===== src/rtl/approx_pkg.sv =====
// Shared definitions for the approximate-multiplier consumer blocks:
// accumulator state encoding, default widths and the length-counter width helper.
package approx_pkg;

  typedef enum logic [1:0] {
    IDLE  = 2'd0,
    ACC   = 2'd1,
    DRAIN = 2'd2
  } state_t;

  localparam int PROD_W_DEF = 16;
  localparam int ACC_W_DEF  = 24;

  // Bits needed to hold a beat count in the range 0..max_len.
  function automatic int len_w(input int max_len);
    return $clog2(max_len + 1);
  endfunction

endpackage


===== src/rtl/acc_sat_add.sv =====
// Combinational ACC_W-bit adder with optional saturation.
// The addend is zero-extended; ovf flags a carry out of ACC_W bits, and with
// sat set the sum clamps to all ones instead of wrapping.
module acc_sat_add #(
  parameter int ACC_W  = 24,
  parameter int PROD_W = 16
) (
  input  logic [ACC_W-1:0]  acc,
  input  logic [PROD_W-1:0] addend,
  input  logic              sat,
  output logic [ACC_W-1:0]  sum,
  output logic              ovf
);

  logic [ACC_W:0] full;

  // Wide add, then either clamp or wrap depending on the saturation mode.
  always_comb begin
    full = {1'b0, acc} + {{(ACC_W + 1 - PROD_W){1'b0}}, addend};
    ovf  = full[ACC_W];
    if (ovf && sat) begin
      sum = {ACC_W{1'b1}};
    end else begin
      sum = full[ACC_W-1:0];
    end
  end

endmodule


===== src/rtl/approx_prod_accum.sv =====
// Dot-product accumulator behind the 8x8 approximate multiplier.
// Beats are registered in a product stage (P), added into the accumulator (A),
// and the finished sum is held on a valid/ready output until taken.
// A vector ends on in_last or on the MAX_LEN-th beat (reported as truncated).
module approx_prod_accum
  import approx_pkg::*;
#(
  parameter int PROD_W  = PROD_W_DEF,
  parameter int ACC_W   = ACC_W_DEF,
  parameter int MAX_LEN = 256,
  parameter int SAT     = 1
) (
  input  logic                        clk,
  input  logic                        rst,
  input  logic                        in_valid,
  output logic                        in_ready,
  input  logic [PROD_W-1:0]           in_prod,
  input  logic                        in_last,
  output logic                        out_valid,
  input  logic                        out_ready,
  output logic [ACC_W-1:0]            out_sum,
  output logic [len_w(MAX_LEN)-1:0]   out_len,
  output logic                        out_sat,
  output logic                        out_trunc
);

  localparam int LEN_W = len_w(MAX_LEN);

  state_t              state;
  logic                p_vld;
  logic                p_last;
  logic                p_trunc;
  logic [PROD_W-1:0]   p_prod;
  logic [ACC_W-1:0]    acc;
  logic [LEN_W-1:0]    len_cnt;
  logic                sat_flag;

  logic [LEN_W-1:0]    len_next;
  logic                at_max;
  logic                accept;
  logic [ACC_W-1:0]    add_sum;
  logic                add_ovf;

  acc_sat_add #(
    .ACC_W  (ACC_W),
    .PROD_W (PROD_W)
  ) u_add (
    .acc    (acc),
    .addend (p_prod),
    .sat    (SAT != 0),
    .sum    (add_sum),
    .ovf    (add_ovf)
  );

  // Handshake and length bookkeeping: stall while draining or while a last beat
  // is still waiting in P, so the vector boundary never mixes with the next one.
  always_comb begin
    len_next = len_cnt + LEN_W'(1);
    at_max   = (len_next == LEN_W'(MAX_LEN));
    in_ready = (state != DRAIN) && !(p_vld && p_last);
    accept   = in_valid && in_ready;
  end

  // Product stage, accumulator, FSM and registered result in one clocked block.
  always_ff @(posedge clk or posedge rst) begin
    if (rst) begin
      state     <= IDLE;
      p_vld     <= 1'b0;
      p_last    <= 1'b0;
      p_trunc   <= 1'b0;
      p_prod    <= {PROD_W{1'b0}};
      acc       <= {ACC_W{1'b0}};
      len_cnt   <= {LEN_W{1'b0}};
      sat_flag  <= 1'b0;
      out_valid <= 1'b0;
      out_sum   <= {ACC_W{1'b0}};
      out_len   <= {LEN_W{1'b0}};
      out_sat   <= 1'b0;
      out_trunc <= 1'b0;
    end else begin
      if (accept) begin
        p_vld   <= 1'b1;
        p_prod  <= in_prod;
        p_last  <= in_last || at_max;
        p_trunc <= !in_last && at_max;
        len_cnt <= len_next;
      end else begin
        p_vld   <= 1'b0;
        p_last  <= 1'b0;
        p_trunc <= 1'b0;
      end

      case (state)
        IDLE: begin
          if (accept) begin
            state <= ACC;
          end else begin
            state <= IDLE;
          end
        end
        ACC: begin
          if (p_vld) begin
            acc      <= add_sum;
            sat_flag <= sat_flag || add_ovf;
            if (p_last) begin
              state     <= DRAIN;
              out_valid <= 1'b1;
              out_sum   <= add_sum;
              out_len   <= len_cnt;
              out_sat   <= sat_flag || add_ovf;
              out_trunc <= p_trunc;
            end else begin
              state <= ACC;
            end
          end else begin
            state <= ACC;
          end
        end
        DRAIN: begin
          if (out_ready) begin
            state     <= IDLE;
            out_valid <= 1'b0;
            acc       <= {ACC_W{1'b0}};
            len_cnt   <= {LEN_W{1'b0}};
            sat_flag  <= 1'b0;
          end else begin
            state <= DRAIN;
          end
        end
        default: begin
          state <= IDLE;
        end
      endcase
    end
  end

endmodule


===== config.mk =====
export PLATFORM = sky130hd
export DESIGN_NAME = approx_prod_accum
export DESIGN_NICKNAME = d
export VERILOG_FILES = /design/src/rtl/approx_pkg.sv /design/src/rtl/acc_sat_add.sv /design/src/rtl/approx_prod_accum.sv
export SDC_FILE = /design/constraint.sdc
export NUM_CORES = 1
export LEC_CHECK = 0
export ABC_AREA = 1
export BUFFER_PORTS_ARGS = -buffer_cell sky130_fd_sc_hd__buf_2
export CAP_MARGIN = 40
export CORE_MARGIN = 3
export CORE_UTILIZATION = 30
export CTS_CLUSTER_DIAMETER = 30
export CTS_CLUSTER_SIZE = 16
export DETAILED_ROUTE_END_ITERATION = 6
export PLACE_DENSITY = 0.48
export SLEW_MARGIN = 10
export SYNTH_ARGS = -nofsm -noshare
export SYNTH_HDL_FRONTEND = slang
export SYNTH_HIERARCHICAL = 1
export SYNTH_SLANG_ARGS = --single-unit

===== constraint.sdc =====
create_clock -name clk -period 8.2 [get_ports clk]
set_clock_uncertainty 0.1 [all_clocks]
set_input_delay 2.05 -clock clk [delete_from_list [all_inputs] [get_ports clk]]
set_output_delay 2.05 -clock clk [all_outputs]
set_load 0.005 [all_outputs]

==> metrics, run 1 <==
number of slew-limit violations in the final report=0; clock-pin slew on the worst setup and hold paths=~0.070 ns; max-cap violation count=0; cell at the root of the clock tree=clkbuf_16; launching element of the worst setup path=state[1]; peak supply drop=between 0.1 and 0.15 mV; area of combinational cells with multiple inputs=2570 µm²; die outline area=approximately 20,000 µm²; Most common cell on crit path=nor2_2; total power consumption of the routed design=between 2 and 2.5 mW; post-layout utilization of the core=35.2%; delay of the slowest critical-path stage=about 0.41 ns; number of nets with antenna violations after detailed routing=0; Ys Warns=6; net count of the finished layout=~810; Setup Fix Bufs, Post-CTS=0; overall via count from detail_route=around 4,500; htree depth=3; Starting Density=a little under a third; critical path data required time=6.05 ns; global-route wire length before repair=around 24,000 µm; CP max stage cell=dfrtp_1; post-placement setup slack=between 4 and 5 ns; horizontal extent of the die=between 100 and 150 µm; kind of end point of the critical path=output port; diode insertion count for antenna repair=0; Top Ports=just under 60; Net Count, Synth=760; worst relative slew slack=58.2%; clock latency of the later-clocked register in the worst-skew pair=0.35 ns; Hold WC Path Type=reg -> reg; setup ws final=4.85 ns; arrival time worst endpoint=1.20 ns; category of the most critical setup path=reg -> out; number of clock sinks=slightly above 90; Congestion Overflow GR=0; post-cts gate resize count=0; post-synthesis instance total=a little over 700; TritonCTS clock tree=built; crit path cell chain=inv_1, nor2_2, nor2_2, buf_2; cell class contributing the biggest share of worst-path delay=flip-flops; Worst Tran Pin Value=0.626 ns; Max FO, Critical Path=3; mean post-synth cell area=about 7.4 µm²; Placeable Area=around 17,000 µm²; number of fill cells in the layout=1,821; Tcrit/Tclk final=40.9%; fmax=298 MHz; DP HPWL=10,400 µm; FF+latch count, synth=91; Final setup viols=0; portion of the post-synthesis area used by sequential elements=between 40% and 50%; row count=48; area growth from synthesis to layout=14.3%; worst hold start=out_sat; final routed wirelength across all metal layers=about 14,000 µm; DRC Markers=0; number of port buffers=57; number of iterations in the first detailed-routing pass=4; Global Route Usage Sum=~15%; Storage cell area=2280 µm²; total power density per cell area=between 300 and 400 nW/µm²; minimum clock period=roughly 3.4 ns; final total negative setup slack=0 ns; First DRT Iteration DRCs=slightly above 200; layout cells sized above 1=between 10% and 20%; Post-CTS Hold Buffers=0; unrepaired setup endpoints after global routing=no; Cells after DPL=986; number of different library cells in the post-synthesis netlist=34; final hold vios=0; number of antenna violations at the first check in global routing=0; GP Congestion=0.856; via/cell ratio=4.53; synthesized cell area=~5400 µm²; pin count of the biggest net entering global routing=between 40 and 50; Avg WL per Cell=between 10 and 15 µm; count of buffering cells on the critical path with inverters included=2; buffers from clock root to sink, at most=2; number of global-route vias before repair=approximately 4,700; static leakage=approximately 3.4 nW; post-route non-filler standard cell count=about 1,000; status=finished clean; height of the chip=approximately 140 µm; launching element type of the critical path=flip-flop; Critical R2R Launch=acc[0]; cts bufs inserted=9
## layout by cell type, fill, tap and decap left out, types with 2 or more instances in the layout
| cell type | synthesis | routed |
|---|---|---|
| nand2_1 | 289 | 289 |
| dfrtp_1 | 91 | 91 |
| inv_1 | 83 | 82 |
| nand3_1 | 58 | 58 |
| buf_2 | 4 | 57 |
| nor2_1 | 36 | 36 |
| o21ai_1 | 22 | 22 |
| ha_1 | 17 | 17 |
| o21ai_0 | 14 | 14 |
| a21oi_1 | 14 | 14 |
| nand3_2 | 11 | 11 |
| o21ai_2 | 10 | 10 |
| clkbuf_16 | 0 | 9 |
| nand4_1 | 7 | 7 |
| nand2_2 | 6 | 6 |
| xnor2_1 | 6 | 6 |
| inv_2 | 5 | 5 |
| nor2_2 | 5 | 5 |
| nor2_4 | 4 | 4 |
| nor3_1 | 4 | 4 |
| nand2_4 | 3 | 3 |
| xor2_1 | 3 | 3 |
| and2_1 | 3 | 3 |
| o211ai_1 | 2 | 2 |
| clkbuf_8 | 0 | 2 |
| bufinv_16 | 0 | 2 |
| buf_4 | 0 | 2 |
## synth_stat cells
cell type	instances	area share, %
a21o_1	1	0.14
a21oi_1	14	1.3
a21oi_2	1	0.16
and2_1	3	0.35
buf_1	2	0.14
buf_2	4	0.37
buf_6	12	2.5
clkbuf_1	2	0.14
conb_1	1	0.070
dfrtp_1	91	43
fa_1	1	0.37
ha_1	17	4.0
inv_1	83	5.8
inv_2	5	0.35
nand2_1	289	20
nand2_2	6	0.70
nand2_4	3	0.63
nand3_1	58	5.4
nand3_2	11	2.1
nand3_4	1	0.33
nand4_1	7	0.82
nor2_1	36	2.5
nor2_2	5	0.58
nor2_4	4	0.84
nor3_1	4	0.37
o211ai_1	2	0.28
o21ai_0	14	1.3
o21ai_1	22	2.1
o21ai_2	10	1.6
o21bai_1	1	0.14
o31ai_1	1	0.14
or2_2	1	0.12
xnor2_1	6	0.98
xor2_1	3	0.49
## worst paths after layout
check / cells after the start / slack [ns] / end
hold / removal: 2 / 0.38 / out_sat
hold reg to reg: 2 / 0.38 / out_sat
setup / recovery: 4 / 4.85 / in_ready
setup reg to reg: 12 / 5.57 / out_sum[21]
max in group asynchronous: 3 / 5.26 / p_prod[5]
min in group asynchronous: 2 / 1.67 / out_trunc
## stage by stage
stage | area (µm²) | hold WS (ns)
5_1_grt | 6110 | 0.400
4_1_cts | 6110 | 0.383
3_5_place_dp | 5790 | 0.361
6_report | 6110 | 0.377
2_1_floorplan | 5350 | 0.325
3_3_place_gp | 5770 | 0.367
## worst min-delay path: stages (launching register included)
cell and delay, ns:
dfrtp_1 0.34, nand2_1 0.06, o21ai_2 0.05
## state kept, by name, summed over array words and instances (netlist names), 2 cells and up
signal and count:
acc 24, state 2, out_sum 24, p_prod 16, len_cnt 9, out_len 9
## where the power goes
part           internal [mW]  switching (mW)  leakage, nW
clock                  0.283           0.173        0.159
sequential             0.597           0.102         1.13
combinational          0.333           0.532         2.08
## kinds of logic (layout without fill, tap and decap cells)
| kind of cell | count (synthesis) | after routing | synth area share, % |
|---|---|---|---|
| other | 1 | 1 | 0.0701 |
| adder cells (fa/ha/maj) | 18 | 18 | 4.35 |
| XOR/XNOR | 9 | 9 | 1.47 |
| AO/OA/AOI/OAI | 66 | 66 | 7.18 |
| flip-flops | 91 | 91 | 42.6 |
| buffers and inverters | 108 | 164 | 9.35 |
| AND/OR/NAND/NOR | 428 | 428 | 35.0 |
## final cells by class
type                            instances  area share, %
Timing Repair Buffer                   60           5.24
Multi-Input combinational cell        522           42.1
Clock inverter                          4           1.19
Tap cell                              225           4.60
Inverter                               88           5.44
Clock buffer                           12           4.19
Sequential cell                        91           37.2
## routing by layer
metal  wire length [µm]  vias up  GRT usage, %
met5                  0        -             0
met2               6740       59          26.0
met1               6790     2105          20.1
met4                205        0          4.44
li1                   -     2364             -
met3                487       14          3.09
Power figures use the tool's default switching activity.
==> inputs of run 2 (changes only) <==
Clock period 8.2 ns to 3.35 ns, I/O delays scaled along.
==> run 2 against run 1 <==
  * Non-clock buffer count is 2 higher
  * Critical path depth is 8 higher
  * Critical path type is now reg -> reg
  * Largest cell class unchanged
  * Cell count is 0.20% higher
  * Sequential share of layout area hardly changed
  * Global-route usage is 0.13 points higher
  * Critical endpoint is now out_sum[21]
  * Via count is 1.1% higher
  * Worst hold slack better by 0.0034 ns
  * Design area is 0.12% higher
==> metrics, run 2 (synthesized netlist as in run 1, its figures left out) <==
met1 layer wirelength in the final routing=6870 µm (+1.1%); met3 WL=489 µm (+0.41%); routed wire length on met2=6890 µm (+2.3%); htree depth=3 (unchanged); number of slew-limit violations in the final report=0 (unchanged); max-cap violation count=0 (unchanged); minimum clock period=~2.5 ns; total power density per cell area=799 nW/µm² (+140%); Avg WL per Cell=14.4 µm (+1.5%); Top Ports=58 (unchanged); GP Congestion=0.870 (+1.7%); First DRT Iteration DRCs=260 (+26%); post-cts gate resize count=0 (unchanged); Max FO, Critical Path=24 (+21); horizontal extent of the die=140 µm (unchanged); clock latency of the later-clocked register in the worst-skew pair=0.35 ns (about the same); Storage cell area=2280 µm² (unchanged); global-route wire length before repair=24,400 µm (+1.1%); static leakage=3.37 nW (+0.32%); final hold vios=0 (unchanged); most common cell after layout, fill and taps aside=nand2_1; launching element type of the critical path=flip-flop; WHS=0.381 ns (+0.00345 ns); fmax=~410 MHz; area of combinational cells with multiple inputs=2570 µm² (unchanged); clock-pin slew on the worst setup and hold paths=0.07 ns (about the same); pin count of the biggest net entering global routing=44 (-6.4%); Placeable Area=17,400 µm² (unchanged); post-route non-filler standard cell count=1,004 (+0.20%); diode insertion count for antenna repair=0 (unchanged); Global Route Usage Sum=15.6% (+0.13 points); Starting Density=30.8% (unchanged); row count=48 (unchanged); peak supply drop=0.284 mV (+130%); height of the chip=140 µm (unchanged); layout cells sized above 1=16.2% (+0.34 points); number of port buffers=57 (unchanged); Congestion Overflow GR=0 (unchanged); unrepaired setup endpoints after global routing=no; Hold WC Path Type=reg -> reg; Final setup viols=0 (unchanged); DRC Markers=0 (unchanged); Setup Fix Bufs, Post-CTS=0 (unchanged); registers with the highest flip-flop counts=acc (24), out_sum (24), p_prod (16); kind of end point of the critical path=flip-flop; final routed wirelength across all metal layers=14,500 µm (+1.7%); Tcrit/Tclk final=about three quarters; DP HPWL=10,900 µm (+4.2%); number of clock sinks=91 (unchanged); number of fill cells in the layout=1,861 (+2.2%); number of iterations in the first detailed-routing pass=6 (+2); die outline area=19,500 µm² (unchanged); area growth from synthesis to layout=14.4%; category of the most critical setup path=reg -> reg; Cells after DPL=988 (+0.20%); number of global-route vias before repair=4,599 (-1.6%); total power consumption of the routed design=4.89 mW (+140%); post-route cell area=6120 µm² (+0.12%); Worst Tran Pin Value=0.572 ns (-0.0540 ns); post-layout utilization of the core=35.3% (+0.043 points); number of antenna violations at the first check in global routing=0 (unchanged); final total negative setup slack=0 ns (unchanged); Highest Signal Layer=met4; cell at the root of the clock tree=clkbuf_16; via/cell ratio=4.57 (+0.90%); critical path data required time=3.46 ns (-2.59 ns); number of nets with antenna violations after detailed routing=0 (unchanged); setup ws final=0.882 ns (-3.96 ns); Post-CTS Hold Buffers=0 (unchanged); post-placement cell area=5820 µm² (+0.61%); overall via count from detail_route=4,592 (+1.1%); TritonCTS clock tree=built; leading cell types in the layout, fill and taps excluded=nand2_1, dfrtp_1, inv_1; worst relative slew slack=61.8% (+3.6 points); net count of the finished layout=813 (+0.25%); buffers from clock root to sink, at most=2 (unchanged); arrival time worst endpoint=2.58 ns (+1.38 ns); cts bufs inserted=9 (unchanged); status=finished clean; post-placement setup slack=0.879 ns (-3.91 ns)
-- run 2: changes by cell type in the layout (fill, tap and decap cells not counted), sizes merged --
cell / delta
clkinvlp: -1
clkbuf: -2
buf: +2
clkinv: +3
bufinv: -1
inv: +1
-- run 2: worst max-delay path: stages, from the launching register on --
cell and delay (ns):
dfrtp_1 0.39, ha_1 0.25, fa_1 0.43, nand2_1 0.11, nand2_1 0.08, nand3_1 0.11, nand2_2 0.08, nand2_2 0.10
nand2_4 0.07, nand3_4 0.28, nand3_1 0.13, nand2_1 0.10, o21ai_0 0.09
-- run 2: final timing paths --
path	start	end	slack, ns	cells after the start
setup / recovery	acc[0]	out_sum[21]	0.88	12
hold / removal	out_sat	out_sat	0.38	2
setup reg to reg	acc[0]	out_sum[21]	0.88	12
hold reg to reg	out_sat	out_sat	0.38	2
max in group asynchronous	rst	acc[13]	2.05	3
min in group asynchronous	rst	state[0]	0.44	2
-- run 2: per-layer routing --
layer,track usage [%],vias to the layer above
met5,0,-
met4,5.00,0
met1,21.0,2152
li1,-,2367
met3,2.44,10
met2,25.6,63
-- run 2: final cells by class --
| class | count | area share, % |
|---|---|---|
| repair buffers | 62 | 5.80 |
| clock inverters | 6 | 1.02 |
| multi-input cells | 522 | 42.0 |
| clock buffers | 10 | 3.90 |
| well taps | 225 | 4.60 |
| inverters | 88 | 5.44 |
| flip-flops and latches | 91 | 37.2 |
-- run 2: where the power goes --
group / leakage, nW / internal (mW) / switching, mW / total (mW)
clock: 0.153 / 0.599 / 0.449 / 1.05
combinational: 2.09 / 0.819 / 1.30 / 2.11
sequential: 1.13 / 1.46 / 0.266 / 1.73
==> inputs of run 3 (changes only) <==
Settings changed: ABC_AREA 1 to 0, PLACE_DENSITY 0.48 to 0.49.
Clock period 3.35 ns to 2.5 ns, I/O delays scaled along.
==> run 3 against run 2 <==
  * The run now ends with setup timing left
  * Sequential power rose by 31%
  * Routed wire length fell by 16%
  * Worst setup slack got worse by 1.0 ns
  * Utilization rose by 6.1 points
  * Global-route usage fell by 1.3 points
  * Sequential share of layout area fell by 1.7 points
  * Critical path type unchanged
==> metrics, run 3 <==
register-to-register path setup slack=-0.12 ns (-1.01 ns); cts bufs inserted=9 (unchanged); DRC Markers=0 (unchanged); Congestion Overflow GR=0 (unchanged); category of the most critical setup path=reg -> reg; Avg WL per Cell=15.4 µm (+7.1%); portion of the post-synthesis area used by sequential elements=47.3% (+4.7 points); number of port buffers=57 (unchanged); number of nets with antenna violations after detailed routing=0 (unchanged); Hold WC Path Type=in -> async; max-cap violation count=0 (unchanged); count of buffering cells on the critical path with inverters included=1 (+1); cell taking the most area after synthesis=dfrtp_1; synthesized cell area=4820 µm² (-10%); final total negative setup slack=-0.891 ns (-0.891 ns); share of flip-flops with an asynchronous set or reset=100% (unchanged); status=complete, but fails checks; via/cell ratio=4.88 (+6.8%); clock-pin slew on the worst setup and hold paths=0.07 ns (about the same); arrival time worst endpoint=2.77 ns (+0.19 ns); minimum clock period=2.62 ns (+0.155 ns); htree depth=3 (unchanged); global-route wire length before repair=20,300 µm (-17%); proportion of netlist area held by the largest area contributor=47.3% (+4.7 points); number of fill cells in the layout=1,542 (-17%); horizontal extent of the die=133 µm (-4.9%); FF+latch count, synth=91 (unchanged); Ys Warns=6 (unchanged); GP Congestion=0.829 (-4.7%); Starting Density=31.1% (+0.29 points); Worst Tran Pin Value=0.685 ns (+0.112 ns); number of slew-limit violations in the final report=0 (unchanged); kind of end point of the critical path=flip-flop; buffers from clock root to sink, at most=2 (unchanged); worst relative slew slack=54.3% (-7.5 points); number of clock sinks=91 (unchanged); leading cell types in the layout, fill and taps excluded=dfrtp_1, nand2_1, buf_2; clock latency of the later-clocked register in the worst-skew pair=0.36 ns (about the same); mean post-synth cell area=10.3 µm² (+39%); First DRT Iteration DRCs=169 (-35%); cell class contributing the biggest share of worst-path delay=compound AO/OA/AOI/OAI gates; height of the chip=133 µm (-4.9%); Storage cell area=2280 µm² (unchanged); delay of the slowest critical-path stage=0.41 ns (-0.02 ns); overall via count from detail_route=3,843 (-16%); die outline area=17,600 µm² (-9.5%); Max FO, Critical Path=5 (-79%); row count=45 (-6.3%); Top Ports=58 (unchanged); number of global-route vias before repair=3,954 (-14%); number of iterations in the first detailed-routing pass=4 (-2); area of combinational cells with multiple inputs=2790 µm² (+8.4%); setup ws final=-0.123 ns (-1.01 ns); Cells after DPL=763 (-23%); registers with the highest flip-flop counts=acc (24), out_sum (24), p_prod (16); TritonCTS clock tree=built; net count of the finished layout=610 (-25%); diode insertion count for antenna repair=0 (unchanged); most instantiated library cell after synthesis=dfrtp_1; fmax=381 MHz (-5.9%); post-placement setup slack=-0.194 ns (-1.07 ns); post-layout utilization of the core=41.4% (+6.1 points); most frequent cells after synthesis=dfrtp_1, nand2_1, mux2_2, nor2_1, a22o_1; CP max stage cell=dfrtp_1; launching element type of the critical path=flip-flop; post-route non-filler standard cell count=787 (-22%); pin count of the biggest net entering global routing=92 (+110%); number of different library cells in the post-synthesis netlist=61 (+79%); violated checks=setup timing; static leakage=2.99 nW (-11%); DP HPWL=8450 µm (-22%); unrepaired setup endpoints after global routing=yes; dominant register cell in the synthesized netlist=dfrtp_1; peak supply drop=0.411 mV (+45%); crit path cell chain=ha_4, fa_2, a211oi_4, nor3_2, o211ai_2, buf_6, a21o_4, nor2_1, mux2_4, mux2_2; Global Route Usage Sum=14.2% (-1.3 points); area growth from synthesis to layout=33.1%; Final setup viols=12 (+12); final hold vios=0 (unchanged); final routed wirelength across all metal layers=12,200 µm (-16%); cell at the root of the clock tree=clkbuf_16; post-synthesis instance total=466 (-35%); critical path data required time=2.64 ns (-0.82 ns); total power density per cell area=1120 nW/µm² (+41%); number of enable-type register cells in the synthesized netlist=0 (unchanged); Synth area leaders=dfrtp_1, mux2_2, nand2_1; total power consumption of the routed design=7.20 mW (+47%); most common cell after layout, fill and taps aside=dfrtp_1; layout cells sized above 1=39.8% (+24 points); Post-CTS Hold Buffers=0 (unchanged); Placeable Area=15,500 µm² (-11%); Tcrit/Tclk final=105% (+31 points); Net Count, Synth=505 (-34%); number of antenna violations at the first check in global routing=0 (unchanged)
run 3: cell types whose count changed in the layout (fill, tap and decap cells not counted), moves of 10 or more:
cell / before / now
nor2_1: 36 / 22
o21ai_1: 22 / 3
a22o_1: 0 / 24
nand3_2: 11 / 1
buf_4: 2 / 45
mux2_2: 0 / 22
mux2_4: 0 / 16
nand2_1: 289 / 75
inv_1: 82 / 5
nand3_1: 58 / 10
run 3: stage by stage:
| step | cell area [µm²] | hold slack, ns |
|---|---|---|
| final | 6410 | 0.299 |
| after global routing | 6410 | 0.346 |
| after CTS | 6130 | 0.319 |
| after detailed placement | 5640 | 0.361 |
| after global placement | 5620 | 0.353 |
| after floorplan | 4830 | 0.331 |
run 3: metal layers:
metal	up-vias	share of wire (%)	track usage, %
li1	1883	-	-
met1	1896	48	19.4
met2	53	47	22.1
met3	11	3.1	3.00
met4	0	1.9	5.72
met5	-	0	0
run 3: timing repair:
item / in CTS / in global routing
setup endpoints to repair: 35 / 48
cloned: 0 / 0
resized for setup: 42 / 46
pin swaps: 12 / 16
buffers inserted: 3 / 5
run 3: logic make-up (layout without fill, tap and decap cells):
logic type,Yosys count,after routing,synth area share [%]
multiplexers,40,40,9.30
AND/OR/NAND/NOR,171,171,17.0
flip-flops,91,91,47.3
XOR/XNOR,11,11,2.00
buffers and inverters,23,133,2.70
AO/OA/AOI/OAI,111,111,16.8
other,1,1,0.0778
adder cells (fa/ha/maj),18,18,4.83
run 3: tightest hold or removal path: cells and delay by family:
family / cells / cell delay (ns)
buffers and inverters: 3 / 0.57
run 3: layout make-up:
class / count / share of cell area [%]
Clock inverter: 6 / 1.09
Sequential cell: 91 / 35.5
Timing Repair Buffer: 111 / 11.6
Clock buffer: 10 / 3.73
Tap cell: 211 / 4.12
Multi-Input combinational cell: 352 / 43.5
Inverter: 6 / 0.410
run 3: path summary, 6_finish.rpt:
path                                   from     endpoint  cells past startpoint
max in group asynchronous               rst  out_sum[11]                      3
min in group clk                in_prod[13]   p_prod[13]                      3
worst max-delay path              p_prod[0]  out_sum[18]                     10
worst min register to register     state[1]     state[0]                      1
worst min-delay path                    rst   out_len[6]                      3
worst max register to register    p_prod[0]  out_sum[18]                     10
run 3: report_power, final:
group | total [mW] | switching [mW] | leakage [nW] | internal, mW
combinational | 3.52 | 1.68 | 1.69 | 1.84
sequential | 2.26 | 0.342 | 1.14 | 1.92
clock | 1.41 | 0.603 | 0.153 | 0.810
total | 7.20 | 2.63 | 2.99 | 4.57
